`config.mk`:
```
export PLATFORM = sky130hd
export DESIGN_NAME = ssd_bcd_ctrl_flat
export DESIGN_NICKNAME = d
export VERILOG_FILES = /design/src/rtl/ssd_bcd_ctrl_if.sv /design/src/rtl/ssd_bcd_ctrl.sv /design/src/flat_wrapper.sv
export SDC_FILE = /design/constraint.sdc
export NUM_CORES = 1
export LEC_CHECK = 0
export ABC_AREA = 1
export BUFFER_PORTS_ARGS = -buffer_cell sky130_fd_sc_hd__buf_2
export CAP_MARGIN = 25
export CORE_MARGIN = 2
export CORE_UTILIZATION = 35
export DETAILED_ROUTE_END_ITERATION = 8
export PLACE_DENSITY = 0.51
export REMOVE_ABC_BUFFERS = 1
export SETUP_SLACK_MARGIN = 0.15
export SLEW_MARGIN = 30
export SYNTH_ARGS = -nofsm -noshare
export SYNTH_HDL_FRONTEND = slang
export SYNTH_SLANG_ARGS = --single-unit
```
`constraint.sdc`:
```
create_clock -name clk -period 2.8 [get_ports clk]
set_clock_uncertainty 0.15 [all_clocks]
set_input_delay 0.14 -clock clk [delete_from_list [all_inputs] [get_ports clk]]
set_output_delay 0.14 -clock clk [all_outputs]
set_load 0.01 [all_outputs]
```
`src/rtl/ssd_bcd_ctrl_if.sv`:
```
// Request channel into the BCD display controller: a binary value plus the
// leading-zero blanking option, transferred with a valid/ready handshake.
interface ssd_bcd_ctrl_if #(
  parameter int unsigned DATA_W = 14
);
  logic              in_valid;
  logic              in_ready;
  logic [DATA_W-1:0] in_data;
  logic              blank_lz;

  // Producer of display values
  modport master (
    output in_valid,
    output in_data,
    output blank_lz,
    input  in_ready
  );

  // Display controller side
  modport slave (
    input  in_valid,
    input  in_data,
    input  blank_lz,
    output in_ready
  );
endinterface

```
`src/rtl/ssd_bcd_ctrl.sv`:
```
// Binary-to-BCD front-end for the four-digit seven-segment multiplexer.
// Converts an accepted value with a sequential double-dabble engine, then
// encodes all four digits into active-low {g,f,e,d,c,b,a} patterns in one
// cycle so the display never shows a partially converted value.
module ssd_bcd_ctrl #(
  parameter int unsigned DATA_W = 14
) (
  input  logic                clk,
  input  logic                rst,
  ssd_bcd_ctrl_if.slave       in_if,
  output logic                busy,
  output logic                done,
  output logic                ovf,
  output logic [6:0]          seg0,
  output logic [6:0]          seg1,
  output logic [6:0]          seg2,
  output logic [6:0]          seg3
);

  localparam int unsigned CNT_W  = $clog2(DATA_W + 1);
  localparam int unsigned BCD_W  = 16;
  localparam int unsigned SEG_W  = 7;
  localparam int unsigned NIB_W  = 4;
  localparam int unsigned N_DIG  = 4;

  localparam logic [DATA_W-1:0] MAX_VAL    = DATA_W'(9999);
  localparam logic [CNT_W-1:0]  LAST_SHIFT = CNT_W'(DATA_W - 1);
  localparam logic [SEG_W-1:0]  SEG_BLANK  = 7'b1111111;
  localparam logic [SEG_W-1:0]  SEG_DASH   = 7'b0111111;

  typedef enum logic [1:0] {
    S_IDLE   = 2'd0,
    S_SHIFT  = 2'd1,
    S_ENCODE = 2'd2
  } state_t;

  state_t state_q;
  state_t state_d;

  logic [DATA_W-1:0] bin_q;
  logic [BCD_W-1:0]  bcd_q;
  logic [CNT_W-1:0]  cnt_q;
  logic              ovf_flag_q;
  logic              blz_q;
  logic              ready_q;

  logic              accept_c;
  logic              over_c;
  logic              load_c;
  logic              shift_c;
  logic              encode_c;
  logic [BCD_W-1:0]  bcd_adj_c;
  logic [SEG_W-1:0]  seg_c [N_DIG];

  // Active-low segment pattern for one BCD digit; non-decimal codes blank
  function automatic logic [SEG_W-1:0] seg_of(input logic [NIB_W-1:0] d);
    logic [SEG_W-1:0] s;
    case (d)
      4'd0:    s = 7'b1000000;
      4'd1:    s = 7'b1111001;
      4'd2:    s = 7'b0100100;
      4'd3:    s = 7'b0110000;
      4'd4:    s = 7'b0011001;
      4'd5:    s = 7'b0010010;
      4'd6:    s = 7'b0000010;
      4'd7:    s = 7'b1111000;
      4'd8:    s = 7'b0000000;
      4'd9:    s = 7'b0010000;
      default: s = SEG_BLANK;
    endcase
    return s;
  endfunction

  assign accept_c       = (state_q == S_IDLE) && ready_q && in_if.in_valid;
  assign over_c         = in_if.in_data > MAX_VAL;
  assign in_if.in_ready = ready_q;

  // State register
  always_ff @(posedge clk) begin
    if (rst) begin
      state_q <= S_IDLE;
    end else begin
      state_q <= state_d;
    end
  end

  // Next-state logic
  always_comb begin
    state_d = state_q;
    case (state_q)
      S_IDLE: begin
        if (accept_c) begin
          state_d = over_c ? S_ENCODE : S_SHIFT;
        end
      end
      S_SHIFT: begin
        if (cnt_q == LAST_SHIFT) begin
          state_d = S_ENCODE;
        end
      end
      S_ENCODE: state_d = S_IDLE;
      default:  state_d = S_IDLE;
    endcase
  end

  // Datapath strobes decoded from the current state
  always_comb begin
    load_c   = 1'b0;
    shift_c  = 1'b0;
    encode_c = 1'b0;
    case (state_q)
      S_IDLE:   load_c   = accept_c;
      S_SHIFT:  shift_c  = 1'b1;
      S_ENCODE: encode_c = 1'b1;
      default: begin
        load_c   = 1'b0;
        shift_c  = 1'b0;
        encode_c = 1'b0;
      end
    endcase
  end

  // Add-3 correction per nibble, no carry between nibbles
  always_comb begin
    bcd_adj_c = bcd_q;
    for (int i = 0; i < int'(N_DIG); i++) begin
      if (bcd_q[NIB_W*i +: NIB_W] >= 4'd5) begin
        bcd_adj_c[NIB_W*i +: NIB_W] = bcd_q[NIB_W*i +: NIB_W] + 4'd3;
      end
    end
  end

  // Segment patterns for the finished conversion, with leading-zero blanking
  always_comb begin
    logic blank3;
    logic blank2;
    logic blank1;
    blank3 = blz_q  && (bcd_q[15:12] == 4'd0);
    blank2 = blank3 && (bcd_q[11:8]  == 4'd0);
    blank1 = blank2 && (bcd_q[7:4]   == 4'd0);
    seg_c[0] = seg_of(bcd_q[3:0]);
    seg_c[1] = blank1 ? SEG_BLANK : seg_of(bcd_q[7:4]);
    seg_c[2] = blank2 ? SEG_BLANK : seg_of(bcd_q[11:8]);
    seg_c[3] = blank3 ? SEG_BLANK : seg_of(bcd_q[15:12]);
    if (ovf_flag_q) begin
      for (int i = 0; i < int'(N_DIG); i++) begin
        seg_c[i] = SEG_DASH;
      end
    end
  end

  // Conversion registers, handshake state and registered display outputs
  always_ff @(posedge clk) begin
    if (rst) begin
      bin_q      <= '0;
      bcd_q      <= '0;
      cnt_q      <= '0;
      ovf_flag_q <= 1'b0;
      blz_q      <= 1'b0;
      ready_q    <= 1'b1;
      busy       <= 1'b0;
      done       <= 1'b0;
      ovf        <= 1'b0;
      seg0       <= SEG_BLANK;
      seg1       <= SEG_BLANK;
      seg2       <= SEG_BLANK;
      seg3       <= SEG_BLANK;
    end else begin
      done <= encode_c;

      // ready returns the cycle after the done pulse, so a request that
      // coincides with done is held off for one cycle
      if (done) begin
        ready_q <= 1'b1;
        busy    <= 1'b0;
      end

      if (load_c) begin
        bin_q      <= in_if.in_data;
        blz_q      <= in_if.blank_lz;
        ovf_flag_q <= over_c;
        bcd_q      <= '0;
        cnt_q      <= '0;
        ready_q    <= 1'b0;
        busy       <= 1'b1;
      end

      if (shift_c) begin
        {bcd_q, bin_q} <= {bcd_adj_c, bin_q} << 1;
        cnt_q          <= cnt_q + CNT_W'(1);
      end

      if (encode_c) begin
        seg0 <= seg_c[0];
        seg1 <= seg_c[1];
        seg2 <= seg_c[2];
        seg3 <= seg_c[3];
        ovf  <= ovf_flag_q;
      end
    end
  end

endmodule

```
`src/flat_wrapper.sv`:
```
// flat-port wrapper written by rule: the top's interface ports become plain ports
module ssd_bcd_ctrl_flat 
#(
  parameter int unsigned DATA_W = 14
)
  (clk, rst, busy, done, ovf, seg0, seg1, seg2, seg3, in_if_in_valid, in_if_in_data, in_if_blank_lz, in_if_in_ready);
  ssd_bcd_ctrl_if #(.DATA_W(DATA_W)) in_if_i ();
  input  logic clk;
  input  logic rst;
  output logic busy;
  output logic done;
  output logic ovf;
  output logic [6:0] seg0;
  output logic [6:0] seg1;
  output logic [6:0] seg2;
  output logic [6:0] seg3;
  input wire logic [$bits(in_if_i.in_valid)-1:0] in_if_in_valid;
  input wire logic [$bits(in_if_i.in_data)-1:0] in_if_in_data;
  input wire logic [$bits(in_if_i.blank_lz)-1:0] in_if_blank_lz;
  output wire logic [$bits(in_if_i.in_ready)-1:0] in_if_in_ready;
  assign in_if_i.in_valid = in_if_in_valid;
  assign in_if_i.in_data = in_if_in_data;
  assign in_if_i.blank_lz = in_if_blank_lz;
  assign in_if_in_ready = in_if_i.in_ready;
  ssd_bcd_ctrl #(.DATA_W(DATA_W)) u_core (.clk(clk), .rst(rst), .in_if(in_if_i), .busy(busy), .done(done), .ovf(ovf), .seg0(seg0), .seg1(seg1), .seg2(seg2), .seg3(seg3));
endmodule
```
# [After elaboration in Yosys (flattened, before gate mapping)]
# Memory sizes are Yosys's and may differ from the RTL's. A register that Yosys moved wholly into a read port is not among the register bits.
# Cells that the tools add are included.
[word_totals] reg_bits=70 in_bits=18 memories=4 output_inout_bits=32 rom_bits=448
[mem_list] name="(name not given)" words=16 word_bits=7 read_ports=1 rd_ports_with_merged_regs=1 write_ports=0 line_no="ssd_bcd_ctrl.sv:58" source="case (d)"
[mem_list] name="(name not given)" words=16 word_bits=7 read_ports=1 rd_ports_with_merged_regs=1 write_ports=0 line_no="ssd_bcd_ctrl.sv:58"
[mem_list] name="(name not given)" words=16 word_bits=7 read_ports=1 rd_ports_with_merged_regs=1 write_ports=0 line_no="ssd_bcd_ctrl.sv:58"
[mem_list] name="(name not given)" words=16 word_bits=7 read_ports=1 rd_ports_with_merged_regs=1 write_ports=0 line_no="ssd_bcd_ctrl.sv:58"
[classes] magnitude_cmp=5 addsub=5 reduce_logical=13 n_mux=33 eq_ne=5
[ops] op="$mux 4" n=13
[ops] op="$mux 16" n=2
[ops] op="$mux 14" n=2
[ops] op="$mux 28" n=1
[ops] op="$mux 7" n=3
[ops] op="$ge 4x3->1 const B" n=4
[ops] op="$gt 14x14->1 const B" n=1
[ops] op="$add 4x2->4 const B" n=3
[ops] op="$logic_not 4->1" n=3
[ops] op="$mux 1" n=7
[ops] op="$mux 2" n=3
[ops] op="$logic_and 1x1->1" n=5
[ops] op="$add 4x1->4 const B" n=1
[ops] op="$eq 4x4->1 const B" n=1
[ops] op="$ne 2x1->1 const B" n=2
[ops] op="$pmux 2 s2" n=1
[ops] op="$reduce_bool 2->1" n=2
[ops] op="$add 3x2->3 const B" n=1
[ops] op="$mux 3" n=1
[ops] op="$eq 2x1->1 const B" n=1
[ops] op="$eq 2x2->1 const B" n=1
[ops] op="$logic_not 2->1" n=1
[ops] op="$reduce_and 2->1" n=1
[ops] op="$reduce_or 2->1" n=1

# [Longest topological paths before layout]
[logic_depth] word_depth=8 mapped_depth=15 mapped_depth_nobuf=15

# [Worst setup path after synthesis]
# No wires, ideal clock.
[synth_timing] kind="register to register" from="register u_core.bcd_q[8]" to="register (tool-made name)" required_ps=2532 stages_incl_launch_ff=16 synth_period_minus_slack_ps=2050 arrival_time_ps=1782 slack_ps=750 path_buffers=0 setup_ps=118 cell_sequence="dfxtp_1 -> inv_1 -> ha_1 -> inv_1 -> nand2_1 -> nand3_1 -> nand2_1 -> nand3_1 -> o21ai_2 -> nand2_1 -> inv_1 -> ha_1 -> nand3_1 -> nand2_1 -> nand2_1 -> nand2_1"
[synth_rtl] element="start, declared" line_no="ssd_bcd_ctrl.sv:41" source="logic [BCD_W-1:0] bcd_q;"
[synth_rtl] element="start signal, assigned" line_no="ssd_bcd_ctrl.sv:189" source="{bcd_q, bin_q} <= {bcd_adj_c, bin_q} << 1;"

==> impl_metrics.csv <==
group,metric,value,unit
synth,synth_seq_cells,98,
synth,synth_fa_ha_area_share,8.68,%
power_and_ir_drop,vdd_drop_max,0.000249,V
flow_run,maxCapViolCount,0,
timing,slew_headroom,66.5,%
synth,synthDistinctLibCells,37,
critical_path,critical_path_required,2.89,ns
cells_and_area,drive_gt1_share,18.1,%
critical_path,r2r-start,"u_core.state_q[1]",
critical_path,worstSetupStartpoint,"u_core.state_q[1]",
timing,fin_setup_tns,0,ns
clock_tree,cts_sinks,98,
die,core,13200,sq um
synth,yosys_warnings,0,
synth,syn_avg_cell_area,7.92,sq um
routing,antenna_left,0,
global_route,grt_max_degree,29,
routing,firstDrtPassIters,5,
cells_and_area,antenna_cells,0,
critical_path,critPathCaptureType,"flip-flop",
die,rows,42,
placement,io_buffers,49,
routing,num_vias,4007,
timing,hold_viol_final,0,
clock_tree,clock_path_buffers,2,
critical_path,cp.arrival,2.44,ns
critical_path,worstSetupPathType,"reg -> reg",
synth,synth_top_family_by_area,"simple AND/OR/NAND/NOR gates",
routing,drt-initial-drc-count,224,
global_route,antenna_found_initial,0,
power_and_ir_drop,leakagePower,0.00265,uW
status,status,"complete, no violations",
clock_tree,cts_buffers,9,
synth,yosysSeqAreaShare,41.2,%
clock_tree,htreeDepth,3,
global_route,grt_first_pass_wirelength,18300,um
clock_tree,clk_pin_slew,0.07,ns
synth,synth-compound-area-share,11.6,%
synth,synthXorXnorAreaFrac,0.368,%
global_route,grt_pass1_vias,3974,
critical_path,path_max_fanout,11,
timing,worstMarginPinSlew,0.502,ns
min_path,hp-class,"in -> reg",
timing,fmax,426,MHz
synth,synthCells,601,
global_route,grt_usage,15.8,%
die,die_h,121,um
cells_and_area,syn2layout_area_growth,17.2,%
placement,place_congestion,0.815,
routing,viasPerCell,4.75,
timing,hold_ws,0.0890,ns
timing,period_needed,2.35,ns
synth,netlist_area,4760,sq um
timing,finalSetupViolations,0,
die,io_pins,50,
critical_path,startpoint_type,"flip-flop",
die,die_area,14500,sq um
synth,synthSimpleGateAreaFrac,30.6,%
global_route,grt-ovfl-total,0,
routing,drc,0,
clock_tree,insertion_delay,0.35,ns
power_and_ir_drop,power.density,548,nW/um^2
routing,routedWlPerCell,12.6,um
placement,hpwlAfterDp,7400,um
clock_tree,cts_root_buf,"clkbuf_16",
clock_tree,cts_tree,"done",
timing,drv_slew,0,
synth,synth_mux_area_share,0,%
critical_path,r2r_cells,11,
clock_tree,cts-resized-gates,0,
die,initial_core_util,35.9,%
timing,rsz0062_at_grt,"false",
routing,wirelength,10600,um
timing,fin_crit_sh,83.9,%
critical_path,regToRegSetupSlack,0.45,ns
die,die_w,121,um
cells_and_area,nNetsFinal,713,
==> kinds of logic (layout without fill, tap and decap cells) <==
group | Yosys count | count (layout)
AOI/OAI and AO/OA | 78 | 78
adders and majority gates | 33 | 33
xor gates and xnor gates | 2 | 2
and+or+nand+nor | 312 | 312
buffers and inverters | 78 | 144
DFF | 98 | 98
==> how the worst min path moves through the flow <==
stage                     startpoint  cells after the start  slack [ns]         endpoint
global placement    in_if_in_data[2]                      3        0.26  u_core.bin_q[2]
CTS                              rst                      3        0.09   u_core.seg1[5]
global route                     rst                      3        0.12   u_core.seg1[2]
detailed placement    in_if_blank_lz                      3        0.26     u_core.blz_q
finish                           rst                      3        0.09   u_core.seg1[5]
floorplan                        rst                      1        0.06  u_core.bcd_q[0]
==> per-layer routing <==
layer | wire length [um] | GRT usage [%] | vias to the layer above
li1 | - | - | 2090
met1 | 5050 | 19.2 | 1835
met2 | 4990 | 26.6 | 64
met3 | 290 | 2.92 | 18
met4 | 261 | 7.85 | 0
met5 | 0 | 0 | -
==> metrics by stage <==
step | power [uW] | cells | utilization (%) | cell area (sq um) | setup WS [ns]
floorplan | 1760 | 581 | - | 4630 | 0.255
global placement | 1900 | 812 | 38.8 | 5140 | 0.546
detailed placement | 1910 | 812 | 38.8 | 5140 | 0.417
CTS | 3100 | 843 | 42.1 | 5570 | 0.408
global route | 3210 | 843 | 42.1 | 5570 | 0.197
finish | 3060 | 843 | 42.1 | 5570 | 0.451
==> repair_timing <==
action | CTS | global route
hold endpoints to repair | 18 | 0
hold buffers | 15 | 0
buffers inserted | 0 | 0
==> synth_stat cells (all sizes together) <==
cell    count  share of area [%]
clkinv      2               0.16
nand2     202                 18
nand3b      8                1.3
clkbuf      5               0.39
o21ai      30                5.4
a22oi       1               0.16
inv        56                4.7
nand3      61                6.5
nand4      12                1.6
o211ai      1               0.16
dfxtp      98                 41
nor4        1               0.13
o22ai      19                2.5
ha         33                8.7
nor2       25                2.6
buf        15                2.2
a21oi      14                1.6
a31oi      13                1.7
xor2        1               0.18
xnor2       1               0.18
or2         3               0.39
==> critical path, stage by stage, from the launching register on <==
cell and delay (ns):
dfxtp_1 0.37, nor2_1 0.15, nand3_2 0.27, nand2_4 0.33
o21ai_2 0.13, nand2_1 0.17, inv_1 0.09, ha_1 0.32
nand3_1 0.10, nand2_1 0.06, nand2_1 0.05, nand2_1 0.04
==> power by group <==
| group | total (uW) | internal [uW] | switching, uW |
|---|---|---|---|
| registers | 1510 | 1470 | 42.9 |
| clock network | 1170 | 614 | 558 |
| logic | 376 | 130 | 246 |
| total | 3060 | 2210 | 847 |
==> cells in the final DEF (no fill, tap or decap), drive strengths merged, types with 12 or more instances in the layout <==
cell,netlist,routed
nand3,61,61
nand4,12,12
o21ai,30,30
nand2,202,202
a31oi,13,13
nor2,25,25
o22ai,19,19
buf,15,55
ha,33,33
dlygate4sd3,0,15
a21oi,14,14
dfxtp,98,98
inv,56,58
==> layout make-up <==
class                      instances  area (sq um)
clock buffer                      10           229
clock inverter                     6          51.3
fill                            1391          7670
inverter                          58           233
multi-input combinational        425          2440
sequential                        98          1960
tap                              176           220
timing repair buffer              70           440
Note: power is estimated with default switching activity, not from simulation.
